$ cat config.mk
export PLATFORM = sky130hd
export DESIGN_NAME = calc_alu_arbiter_flat
export DESIGN_NICKNAME = d
export VERILOG_FILES = /design/src/rtl/calc_alu_arbiter_if.sv /design/src/rtl/calc_alu_arbiter.sv /design/src/flat_wrapper.sv
export SDC_FILE = /design/constraint.sdc
export NUM_CORES = 1
export LEC_CHECK = 0
export ABC_AREA = 1
export BUFFER_PORTS_ARGS = -buffer_cell sky130_fd_sc_hd__buf_2
export CAP_MARGIN = 20
export CORE_UTILIZATION = 45
export DETAILED_ROUTE_END_ITERATION = 10
export GPL_TIMING_DRIVEN = 0
export PLACE_DENSITY_LB_ADDON = 0.12
export SKIP_LAST_GASP = 1
export SLEW_MARGIN = 20
export SYNTH_ARGS = -nofsm -noshare
export SYNTH_HDL_FRONTEND = slang
export SYNTH_SLANG_ARGS = --single-unit
export TNS_END_PERCENT = 20
$ cat constraint.sdc
create_clock -name clk -period 1.7 [get_ports clk]
set_input_delay 0.085 -clock clk [delete_from_list [all_inputs] [get_ports clk]]
set_output_delay 0.085 -clock clk [all_outputs]
set_load 0.02 [all_outputs]
$ cat src/rtl/calc_alu_arbiter_if.sv
// calc_alu_arbiter_if: request/response handshakes and ALU port bundle shared by
// the two requesters, the arbiter and the ALU.
interface calc_alu_arbiter_if #(
  parameter int DATA_W = 4,
  parameter int OP_W   = 3,
  parameter int RES_W  = 8
);
  logic              req0_valid, req0_ready, req1_valid, req1_ready;
  logic [DATA_W-1:0] req0_a, req0_b, req1_a, req1_b;
  logic [OP_W-1:0]   req0_op, req1_op;
  logic              rsp0_valid, rsp0_ready, rsp0_err;
  logic              rsp1_valid, rsp1_ready, rsp1_err;
  logic [RES_W-1:0]  rsp0_result, rsp1_result;
  logic [DATA_W-1:0] alu_a, alu_b;
  logic [OP_W-1:0]   alu_op;
  logic              alu_start;
  logic [RES_W-1:0]  alu_result;
  logic              busy;
  modport slave (
    input  req0_valid, req0_a, req0_b, req0_op, req1_valid, req1_a, req1_b, req1_op,
    input  rsp0_ready, rsp1_ready, alu_result,
    output req0_ready, req1_ready, rsp0_valid, rsp0_result, rsp0_err,
    output rsp1_valid, rsp1_result, rsp1_err, alu_a, alu_b, alu_op, alu_start, busy
  );
  modport master (
    output req0_valid, req0_a, req0_b, req0_op, req1_valid, req1_a, req1_b, req1_op,
    output rsp0_ready, rsp1_ready, alu_result,
    input  req0_ready, req1_ready, rsp0_valid, rsp0_result, rsp0_err,
    input  rsp1_valid, rsp1_result, rsp1_err, alu_a, alu_b, alu_op, alu_start, busy
  );
endinterface

$ cat src/rtl/calc_alu_arbiter.sv
// calc_alu_arbiter: round-robin sharing of one ALU between two requesters.
// Define CALC_ARB_OPCHECK_EN to reject opcode all-ones without issuing it to the ALU.
module calc_alu_arbiter #(
  parameter int DATA_W  = 4,
  parameter int OP_W    = 3,
  parameter int RES_W   = 8,
  parameter int ALU_LAT = 1
) (
  input logic clk,
  input logic rst_n,
  calc_alu_arbiter_if.slave bus
);
  typedef enum logic [1:0] {IDLE, ISSUE, WAIT, RESP} state_e;
  state_e            state_q, state_d;
  logic              prio_q, prio_d, win_q, win_d, err_q, err_d;
  logic [3:0]        cnt_q, cnt_d;
  logic [DATA_W-1:0] a_q, a_d, b_q, b_d, sel_a, sel_b;
  logic [OP_W-1:0]   op_q, op_d, sel_op;
  logic [RES_W-1:0]  res_q, res_d;
  logic              idle, resp, gnt0, gnt1, accept, rsp_hs, bad_op;
  assign idle   = state_q == IDLE;
  assign resp   = state_q == RESP;
  assign gnt0   = bus.req0_valid & (~bus.req1_valid | ~prio_q);
  assign gnt1   = bus.req1_valid & (~bus.req0_valid | prio_q);
  assign accept = idle & (gnt0 | gnt1);
  assign sel_a  = gnt1 ? bus.req1_a : bus.req0_a;
  assign sel_b  = gnt1 ? bus.req1_b : bus.req0_b;
  assign sel_op = gnt1 ? bus.req1_op : bus.req0_op;
  assign rsp_hs = resp & (win_q ? bus.rsp1_ready : bus.rsp0_ready);
`ifdef CALC_ARB_OPCHECK_EN
  assign bad_op = &sel_op;
`else
  assign bad_op = 1'b0;
`endif
  always_comb begin
    state_d = state_q;
    prio_d  = prio_q;
    win_d   = win_q;
    err_d   = err_q;
    cnt_d   = cnt_q;
    a_d     = a_q;
    b_d     = b_q;
    op_d    = op_q;
    res_d   = res_q;
    case (state_q)
      IDLE: if (accept) begin
        win_d   = gnt1;
        err_d   = bad_op;
        state_d = bad_op ? RESP : ISSUE;
        res_d   = bad_op ? '0 : res_q;
        a_d     = bad_op ? a_q : sel_a;
        b_d     = bad_op ? b_q : sel_b;
        op_d    = bad_op ? op_q : sel_op;
      end
      ISSUE: begin
        state_d = (ALU_LAT == 0) ? RESP : WAIT;
        cnt_d   = 4'(ALU_LAT);
        res_d   = (ALU_LAT == 0) ? bus.alu_result : res_q;
      end
      // capture on the edge where the loaded latency count runs out
      WAIT: begin
        cnt_d   = cnt_q - 4'd1;
        state_d = (cnt_q == 4'd1) ? RESP : WAIT;
        res_d   = (cnt_q == 4'd1) ? bus.alu_result : res_q;
      end
      RESP: if (rsp_hs) begin
        state_d = IDLE;
        prio_d  = ~win_q;
      end
      default: state_d = IDLE;
    endcase
  end
  always_ff @(posedge clk or negedge rst_n) begin
    if (!rst_n) begin
      state_q <= IDLE;
      prio_q  <= 1'b0;
      win_q   <= 1'b0;
      err_q   <= 1'b0;
      cnt_q   <= '0;
      a_q     <= '0;
      b_q     <= '0;
      op_q    <= '0;
      res_q   <= '0;
    end else begin
      state_q <= state_d;
      prio_q  <= prio_d;
      win_q   <= win_d;
      err_q   <= err_d;
      cnt_q   <= cnt_d;
      a_q     <= a_d;
      b_q     <= b_d;
      op_q    <= op_d;
      res_q   <= res_d;
    end
  end
  assign bus.req0_ready  = idle & gnt0;
  assign bus.req1_ready  = idle & gnt1;
  assign bus.rsp0_valid  = resp & ~win_q;
  assign bus.rsp1_valid  = resp & win_q;
  assign bus.rsp0_result = res_q;
  assign bus.rsp1_result = res_q;
  assign bus.rsp0_err    = resp & ~win_q & err_q;
  assign bus.rsp1_err    = resp & win_q & err_q;
  assign bus.alu_a       = a_q;
  assign bus.alu_b       = b_q;
  assign bus.alu_op      = op_q;
  assign bus.alu_start   = state_q == ISSUE;
  assign bus.busy        = ~idle;
endmodule

$ cat src/flat_wrapper.sv
// flat-port wrapper written by rule: the top's interface ports become plain ports
module calc_alu_arbiter_flat 
#(
  parameter int DATA_W  = 4,
  parameter int OP_W    = 3,
  parameter int RES_W   = 8,
  parameter int ALU_LAT = 1
)
  (clk, rst_n, bus_req0_valid, bus_req0_a, bus_req0_b, bus_req0_op, bus_req1_valid, bus_req1_a, bus_req1_b, bus_req1_op, bus_rsp0_ready, bus_rsp1_ready, bus_alu_result, bus_req0_ready, bus_req1_ready, bus_rsp0_valid, bus_rsp0_result, bus_rsp0_err, bus_rsp1_valid, bus_rsp1_result, bus_rsp1_err, bus_alu_a, bus_alu_b, bus_alu_op, bus_alu_start, bus_busy);
  calc_alu_arbiter_if #(.DATA_W(DATA_W), .OP_W(OP_W), .RES_W(RES_W)) bus_i ();
  input logic clk;
  input logic rst_n;
  input wire logic [$bits(bus_i.req0_valid)-1:0] bus_req0_valid;
  input wire logic [$bits(bus_i.req0_a)-1:0] bus_req0_a;
  input wire logic [$bits(bus_i.req0_b)-1:0] bus_req0_b;
  input wire logic [$bits(bus_i.req0_op)-1:0] bus_req0_op;
  input wire logic [$bits(bus_i.req1_valid)-1:0] bus_req1_valid;
  input wire logic [$bits(bus_i.req1_a)-1:0] bus_req1_a;
  input wire logic [$bits(bus_i.req1_b)-1:0] bus_req1_b;
  input wire logic [$bits(bus_i.req1_op)-1:0] bus_req1_op;
  input wire logic [$bits(bus_i.rsp0_ready)-1:0] bus_rsp0_ready;
  input wire logic [$bits(bus_i.rsp1_ready)-1:0] bus_rsp1_ready;
  input wire logic [$bits(bus_i.alu_result)-1:0] bus_alu_result;
  output wire logic [$bits(bus_i.req0_ready)-1:0] bus_req0_ready;
  output wire logic [$bits(bus_i.req1_ready)-1:0] bus_req1_ready;
  output wire logic [$bits(bus_i.rsp0_valid)-1:0] bus_rsp0_valid;
  output wire logic [$bits(bus_i.rsp0_result)-1:0] bus_rsp0_result;
  output wire logic [$bits(bus_i.rsp0_err)-1:0] bus_rsp0_err;
  output wire logic [$bits(bus_i.rsp1_valid)-1:0] bus_rsp1_valid;
  output wire logic [$bits(bus_i.rsp1_result)-1:0] bus_rsp1_result;
  output wire logic [$bits(bus_i.rsp1_err)-1:0] bus_rsp1_err;
  output wire logic [$bits(bus_i.alu_a)-1:0] bus_alu_a;
  output wire logic [$bits(bus_i.alu_b)-1:0] bus_alu_b;
  output wire logic [$bits(bus_i.alu_op)-1:0] bus_alu_op;
  output wire logic [$bits(bus_i.alu_start)-1:0] bus_alu_start;
  output wire logic [$bits(bus_i.busy)-1:0] bus_busy;
  assign bus_i.req0_valid = bus_req0_valid;
  assign bus_i.req0_a = bus_req0_a;
  assign bus_i.req0_b = bus_req0_b;
  assign bus_i.req0_op = bus_req0_op;
  assign bus_i.req1_valid = bus_req1_valid;
  assign bus_i.req1_a = bus_req1_a;
  assign bus_i.req1_b = bus_req1_b;
  assign bus_i.req1_op = bus_req1_op;
  assign bus_i.rsp0_ready = bus_rsp0_ready;
  assign bus_i.rsp1_ready = bus_rsp1_ready;
  assign bus_i.alu_result = bus_alu_result;
  assign bus_req0_ready = bus_i.req0_ready;
  assign bus_req1_ready = bus_i.req1_ready;
  assign bus_rsp0_valid = bus_i.rsp0_valid;
  assign bus_rsp0_result = bus_i.rsp0_result;
  assign bus_rsp0_err = bus_i.rsp0_err;
  assign bus_rsp1_valid = bus_i.rsp1_valid;
  assign bus_rsp1_result = bus_i.rsp1_result;
  assign bus_rsp1_err = bus_i.rsp1_err;
  assign bus_alu_a = bus_i.alu_a;
  assign bus_alu_b = bus_i.alu_b;
  assign bus_alu_op = bus_i.alu_op;
  assign bus_alu_start = bus_i.alu_start;
  assign bus_busy = bus_i.busy;
  calc_alu_arbiter #(.DATA_W(DATA_W), .OP_W(OP_W), .RES_W(RES_W), .ALU_LAT(ALU_LAT)) u_core (.clk(clk), .rst_n(rst_n), .bus(bus_i));
endmodule
Word-level counts from Yosys, hierarchy flattened --
Cells that the tools add are included.
Cells by class: add/sub/neg operators 1, equal/unequal tests 6, multiplexer cells 9, bitwise logic cells 16, reduce and logical (&&, ||, !) cells 6
Operator list (count):
- AND 1 bit | 8
- 2-to-1 mux 4 bit | 2
- case mux 2 bit (4 select lines) | 1
- case mux 4 bit (2 select lines) | 1
- AND reduction 2 bit | 4
- NOT 1 bit | 5
- equality test 2 bit, second input constant | 2
- equality test 4 x 1 -> 1 bit, second input constant | 1
- 2-to-1 mux 2 bit | 2
- != test 2 bit, second input constant | 2
- subtractor 4 x 1 -> 4 bit, second input constant | 1
- 2-to-1 mux 3 bit | 1
- OR 1 bit | 3
- equality test 2 x 1 -> 1 bit, second input constant | 1
- zero test 2 bit | 1
- 2-to-1 mux 1 bit | 2
- nonzero test 2 bit | 1
Word-level totals: register bits 27, input bits 36, output and inout port bits 35, logic and storage cells 46

Longest topological paths before layout --
Gate-level depths: netlist of the first run.
depth after elaboration 7, gate-level depth with buffers 8, mapped depth without buffers 8

Worst setup path before layout of the first run --
Ideal clock, no wire load.
path type flip-flop to flip-flop, start register u_core.state_q[0], end register u_core.cnt_q[3], library setup time 0.119 ns, arrival time 1.130 ns, required time 1.581 ns, setup slack 0.451 ns, cell stages (with the launch flop) 8, clock period less this slack 1.249 ns, cell sequence dfrtp_1 inv_1 ha_1 inv_1 nor2_1 nand3_1 nand2_1 nor2_1
Between the ends: word-level cells in the longest chain between the ends 2
Ends and longest elaborated chain:
- start: declaration | RTL line calc_alu_arbiter.sv:14 | state_e state_q, state_d;
- start signal: assignment | RTL line calc_alu_arbiter.sv:85 | state_q <= state_d;
- equality test 2 bit / equality test 2 x 1 -> 1 bit (equally long branches) | RTL line calc_alu_arbiter.sv:45 | case (state_q)
- case mux 4 bit (2 select lines) / nonzero test 2 bit (equally long branches)
- end signal: assignment | RTL line calc_alu_arbiter.sv:89 | cnt_q <= cnt_d;
- end: declaration | RTL line calc_alu_arbiter.sv:16 | logic [3:0] cnt_q, cnt_d;
Parallel ways exist; a longest one is shown, timed or not. A chain may end at the register's enable or synchronous reset.

Worst setup path after layout of the first run --
start register u_core.state_q[0], end output bus_req1_ready
Between the ends: word-level cells in the longest chain between the ends 2
Ends and longest elaborated chain:
- zero test 2 bit | RTL line calc_alu_arbiter.sv:21 | assign idle = state_q == IDLE;
- AND 1 bit | RTL line calc_alu_arbiter.sv:97 | assign bus.req1_ready = idle & gnt1;
- end: declaration | RTL line flat_wrapper.sv:25 | output wire logic [$bits(bus_i.req1_ready)-1:0] bus_req1_ready;
Every way passes these cells.

==> results.md, run 1 <==
- RSZ-0062 raised after global routing: false
- Number of synthesis warnings: 0
- Layout fillers: 286
- Final Max Tran Viols: 0
- Minimum clock period: 1580 ps
- Max clock buf depth: 2
- Met3 GRT Util: 0.0519
- Critical path capture point type: output port
- Top_reg_cell synth: dfrtp_1
- Worst Reg-to-Reg Cells: 7
- PwrDens: 1750 mW/mm2
- GRT busiest layer: met2
- Placed Cells: 313
- Post-DR wirelength/cell: 10.0 um
- Hold Crit Depth: 3
- Met1 Usage GRT: 0.240
- Buf/Inv on CP: 3
- Final period utilization: 0.932
- Width of the die: about 60 um
- Delay-heaviest family, CP: flip-flops
- Max H-tree Level: 1
- Max-cap violations: 0
- DP HPWL: 2400 um
- Fmax: 0.631 GHz
- Setup_tns: 0 ps
- Global-route wire length before repair: about 5300 um
- Sink Count: 27
- VDD IR max: 0.992 mV
- Die H: 60.1 um
- First-pass iteration count of the detailed router: 4
- Post-Syn Area: approximately 0.0015 mm2
- Crit path cell chain: inv_1, ha_2, nand3_1, inv_1, buf_2
- LEAKAGE: ~1.3 nW
- CP arrival: approximately 1500 ps
- Ant diodes: 0
- Met2 usage: 0.341
- Biggest area consumer among synthesized cells: dfrtp_1
- Routability cong.: 0.812
- Yosys reg bits: 27
- Setup CP Type: flip-flop to output port
- TritonCTS buffer count: 3
- Final cell count without fillers: 326
- Initial antenna violation count: 0
- GRT Overall Usage: 0.197
- Setup violations, final: 0
- Mapped Cells: 200
- Startpoint Class: flip-flop
- Area grow syn2layout: 34.4%
- Max incr delay on CP: 450 ps
- Most used cell, CP: inv_1
- CP max-delay cell: dfrtp_1
- Final hold vios: 0
- Register area share after synthesis: 0.446
- Synth top area share: 0.446
- Core Area: 0.00313 mm2
- Slew @ Worst Pin: 586 ps
- Buffers added on ports: 68
- CTS tree: built
- Ports: 71
- Initial DRC count: 48
- Total grt overflow: 0
- Initial Util: 0.485
- Slew Limit Headroom: 0.609
- ANT nets after route: 0
- Clk Latency, worst-skew pair: 330 ps
- Crit path depth: 5
- Worst EP required: 1620 ps
- Ys async rst share: 1.00
- CTS Root Cell: clkbuf_4
- Synth area leaders: dfrtp_1, nand2_1, nand3_1
- Syn avg cell area: 7.58 um2
- Vias in the first global route: 1310
- Synth cell types: 18
- Worst min-delay path category: input port to flip-flop
- Routed vias/inst: 4.58
- Nets: 326
- DRC viols: 0
- Number of flops mapped to enable cells by yosys: 0
- Die area: 0.00361 mm2
- Cell Area, Placed: between 0.0015 and 0.002 mm2
- Clk_skew: approximately 8.5 ps
- Fin util: 0.652
- Status: finished clean
- Drt total wl: approximately 3300 um
- Pin count of the biggest net entering global routing: 28
- Max FO, Critical Path: 5
- Row Count: 20
- Post-CTS setup buffers: 0
- Via count: 1493
- Worst-path clk slew: ~150 ps
- Final instance area: 0.00204 mm2
- Fraction of final layout cells sized beyond drive strength 1: 0.333
## final cells by class
cell class	count	area, um2	area share
flip-flops and latches	27	676	0.331
multi-input cells	142	672	0.330
repair buffers	77	430	0.211
plain buffers	15	111	0.0546
inverters	17	63.8	0.0313
well taps	44	55.1	0.0270
clock buffers	3	22.5	0.0110
clock inverters	1	7.51	0.00368
## state kept, by name (all words and copies together) (netlist names)
name and cells:
u_core.bus.rsp0_result 8, u_core.bus.alu_a 4, u_core.bus.alu_b 4, u_core.cnt_q 4, u_core.bus.alu_op 3, u_core.state_q 2, u_core.prio_q 1, u_core.win_q 1
## cell families after synthesis
group,count (synthesis),share of synthesized area
and+or+nand+nor,125,0.352
DFF,27,0.446
buffers and inverters,32,0.116
adders and majority gates,7,0.0578
AOI/OAI and AO/OA,8,0.0264
other,1,0.00247
## power by group
group | switching, mW | internal (mW) | total (mW)
clock network | 0.194 | 0.0901 | 0.284
registers | 0.210 | 0.942 | 1.15
logic | 1.32 | 0.816 | 2.14
## layout by cell type, fill, tap and decap left out, drive strengths merged
cell type | synthesis | layout
inv | 17 | 17
a21oi | 2 | 2
o21ai | 6 | 6
nor2 | 6 | 6
dlygate4sd3 | 0 | 9
and3 | 1 | 1
dfrtp | 27 | 27
clkbuf | 0 | 3
nand3 | 27 | 27
nor3b | 1 | 1
conb | 1 | 2
nand2 | 90 | 90
clkinvlp | 0 | 1
buf | 15 | 83
ha | 7 | 7
## path summary, 6_finish.rpt
kind                       slack, ps           startpoint              endpoint
max                              120    u_core.state_q[0]        bus_req1_ready
min                               10       bus_rsp0_ready         u_core.prio_q
max reg2reg                      320    u_core.state_q[0]       u_core.cnt_q[3]
min reg2reg                      490  u_core.bus.alu_a[0]   u_core.bus.alu_a[0]
max in group asynchronous       1020                rst_n       u_core.cnt_q[2]
min in group asynchronous        280                rst_n  u_core.bus.alu_op[1]
## metrics by stage
stage / setup slack [ps] / hold slack, ps / total power [mW]
after floorplan: 451 / -211 / 2.68
after CTS: 57.9 / 2.03 / 3.59
after detailed placement: 332 / 120 / 3.29
after global routing: 13.2 / 2.94 / 3.92
after global placement: 322 / 133 / 3.26
final: 115 / 12.2 / 3.57
## per-layer routing
metal	vias up	wire length [um]
met5	-	0
met4	0	17
met3	2	149
met2	40	1660
met1	675	1440
li1	776	-
## cell usage after synthesis, types with 2 or more instances
cell type	instances
ha_1	7
inv_2	2
nand2_4	2
buf_2	2
nand2_1	87
nand3_1	27
buf_4	12
inv_1	15
dfrtp_1	27
nor2_1	5
a21oi_1	2
o21ai_0	6
## tightest hold or removal path, stage by stage
cell     delay [ps]
buf_2            90
nand2_1          70
o21ai_0          70
## repair_timing
action / 4_1_cts / 5_1_grt
hold endpoints to repair: 35 / 0
resized for setup: 0 / 1
endpoints found under the setup margin: 0 / 2
hold buffers: 9 / 0
(Power assumes the default switching activity.)
==> run 2, diff against run 1 <==
- GPL_TIMING_DRIVEN: 0 -> default
==> run 2 against run 1 <==
  * Sequential share of layout area up 1.7 points
  * Core utilization down 3.2 points
  * Flip-flop and latch count stayed put
  * Register-to-register slack barely moved
  * Wire length rose by 4.0%
  * Die area stayed put
  * Count of clock-buffer cells in the layout did not move
  * Hold slack better by 5.9 ps
  * Sequential power about the same
  * Worst setup slack improved by 16 ps
  * Clock skew fell by 2.1 ps
  * Largest power group unchanged
  * Clock power hardly changed
==> results.md, run 2 (synthesized netlist as in run 1, its figures left out) <==
- Initial Util: 0.485 (unchanged)
- Buffers added on ports: 68 (unchanged)
- Nets: 313 (was 326)
- CP max-delay cell: dfrtp_1 (unchanged)
- Total power: 3.43 mW (was 3.57 mW)
- LEAKAGE: 1.20 nW (was 1.25 nW)
- Width of the die: 60.1 um (unchanged)
- Fraction of final layout cells sized beyond drive strength 1: 0.301 (was 0.333)
- Core Area: 0.00313 mm2 (unchanged)
- Status: finished clean (unchanged)
- Buf/Inv on CP: 3 (unchanged)
- Global-route wire length before repair: 5580 um (was 5320 um)
- Row Count: 20 (unchanged)
- ANT nets after route: 0 (unchanged)
- Most used cell, CP: inv_1 (unchanged)
- Drt total wl: 3400 um (was 3270 um)
- Final instance area: 0.00194 mm2 (was 0.00204 mm2)
- Setup violations, final: 0 (unchanged)
- VDD IR max: 1.05 mV (was 0.992 mV)
- Die H: 60.1 um (unchanged)
- Worst min-delay path category: input port to flip-flop (unchanged)
- Most frequent cells in the layout: nand2_1, buf_2, nand3_1, dfrtp_1, inv_1 (unchanged)
- Area grow syn2layout: 27.9% (was 34.4%)
- Vias in the first global route: 1304 (was 1310)
- Ant diodes: 0 (unchanged)
- Setup CP Type: flip-flop to output port (unchanged)
- Worst hold slack: 18.1 ps (was 12.2 ps)
- Routability cong.: 0.768 (was 0.812)
- Critical path capture point type: output port (unchanged)
- Final worst setup slack: 131 ps (was 115 ps)
- Max-cap violations: 0 (unchanged)
- Max incr delay on CP: 430 ps (was 450 ps)
- Startpoint Class: flip-flop (unchanged)
- Sequential cell area: 676 um2 (unchanged)
- Max clock buf depth: 2 (unchanged)
- Layout fillers: 301 (was 286)
- Sink Count: 27 (unchanged)
- Worst-path clk slew: 150 ps (about the same)
- Routed vias/inst: 4.63 (was 4.58)
- Final hold vios: 0 (unchanged)
- PwrDens: 1770 mW/mm2 (was 1750 mW/mm2)
- Max FO, Critical Path: 5 (unchanged)
- CTS Root Cell: clkbuf_4 (unchanged)
- Most common cell after layout, fill and taps aside: nand2_1 (unchanged)
- Max H-tree Level: 1 (unchanged)
- Initial antenna violation count: 0 (unchanged)
- Clk_skew: 6.41 ps (was 8.50 ps)
- Final Max Tran Viols: 0 (unchanged)
- Clk Latency, worst-skew pair: 330 ps (about the same)
- Slew Limit Headroom: 0.608 (was 0.609)
- Minimum clock period: 1570 ps (was 1580 ps)
- First-pass iteration count of the detailed router: 4 (unchanged)
- Total grt overflow: 0 (unchanged)
- CP arrival: 1480 ps (was 1500 ps)
- Pin count of the biggest net entering global routing: 28 (unchanged)
- DRC viols: 0 (unchanged)
- Die area: 0.00361 mm2 (unchanged)
- Slew @ Worst Pin: 588 ps (was 586 ps)
- Initial DRC count: 76 (was 48)
- Via count: 1448 (was 1493)
- DP HPWL: 2410 um (was 2400 um)
- Delay-heaviest family, CP: flip-flops (unchanged)
- Ports: 71 (unchanged)
- TritonCTS buffer count: 3 (unchanged)
- Post-DR wirelength/cell: 10.9 um (was 10.0 um)
- CTS tree: built (unchanged)
- GRT Overall Usage: 0.207 (was 0.197)
- Final period utilization: 0.923 (was 0.932)
- Number of flip-flops in the largest register: 8 (unchanged)
- Fmax: 0.637 GHz (was 0.631 GHz)
- Cell Area, Placed: 0.00180 mm2 (was 0.00192 mm2)
- Worst EP required: 1620 ps (about the same)
- Crit path cell chain: inv_1, ha_2, nand3_1, inv_1, buf_2 (unchanged)
- Area occupied by multi-input gates: 672 um2 (unchanged)
- DP Worst Slack: 297 ps (was 332 ps)
## run 2: layer usage
layer	wire length, um	track usage	up-vias	share of wire
met1	1530	0.264	661	0.45
li1	-	-	747	-
met2	1720	0.356	38	0.51
met3	135	0.0455	2	0.040
met5	0	0	-	0
met4	17	0.0498	0	0.0050
## run 2: power breakdown
part	leakage [nW]	internal, mW	total [mW]	switching [mW]
Clock	0.0177	0.0884	0.284	0.196
Sequential	0.336	0.942	1.14	0.200
Combinational	0.842	0.687	2.00	1.31
Total	1.20	1.72	3.43	1.71
## run 2: worst paths after layout
| check | start | end | slack, ps | depth (start not counted) |
|---|---|---|---|---|
| setup / recovery | u_core.state_q[0] | bus_req0_ready | 130 | 5 |
| hold / removal | bus_req0_op[1] | u_core.bus.alu_op[1] | 20 | 5 |
| setup reg to reg | u_core.state_q[0] | u_core.cnt_q[3] | 330 | 7 |
| hold reg to reg | u_core.bus.alu_op[0] | u_core.bus.alu_op[0] | 490 | 2 |
| max in group asynchronous | rst_n | u_core.win_q | 1050 | 2 |
| min in group asynchronous | rst_n | u_core.bus.alu_op[0] | 260 | 2 |
## run 2: worst register-to-register path, cell delays in order, from the launching register on
cell,delay [ps]
dfrtp_1,410
inv_1,90
ha_2,390
inv_1,70
nor2_1,130
nand3_1,90
nand2_1,60
nor2_1,40
## run 2: stage by stage
step / utilization / TNS, ps / instances
2_1_floorplan: - / 0 / 201
3_3_place_gp: 0.577 / 0 / 298
3_5_place_dp: 0.577 / 0 / 298
4_1_cts: 0.614 / 0 / 311
5_1_grt: 0.620 / -0.0546 / 313
6_report: 0.620 / 0 / 313
## run 2: repair_timing
item,in CTS,in global routing
setup endpoints to repair,0,2
hold buffers,9,0
resized for setup,0,1
endpoints found under the hold margin,35,0
setup buffers,0,2
## run 2: area by class of cell
cell class	count	share of cell area
flip-flops and latches	27	0.348
repair buffers	79	0.230
well taps	44	0.0284
multi-input cells	142	0.346
inverters	17	0.0329
clock buffers	3	0.0116
clock inverters	1	0.00258
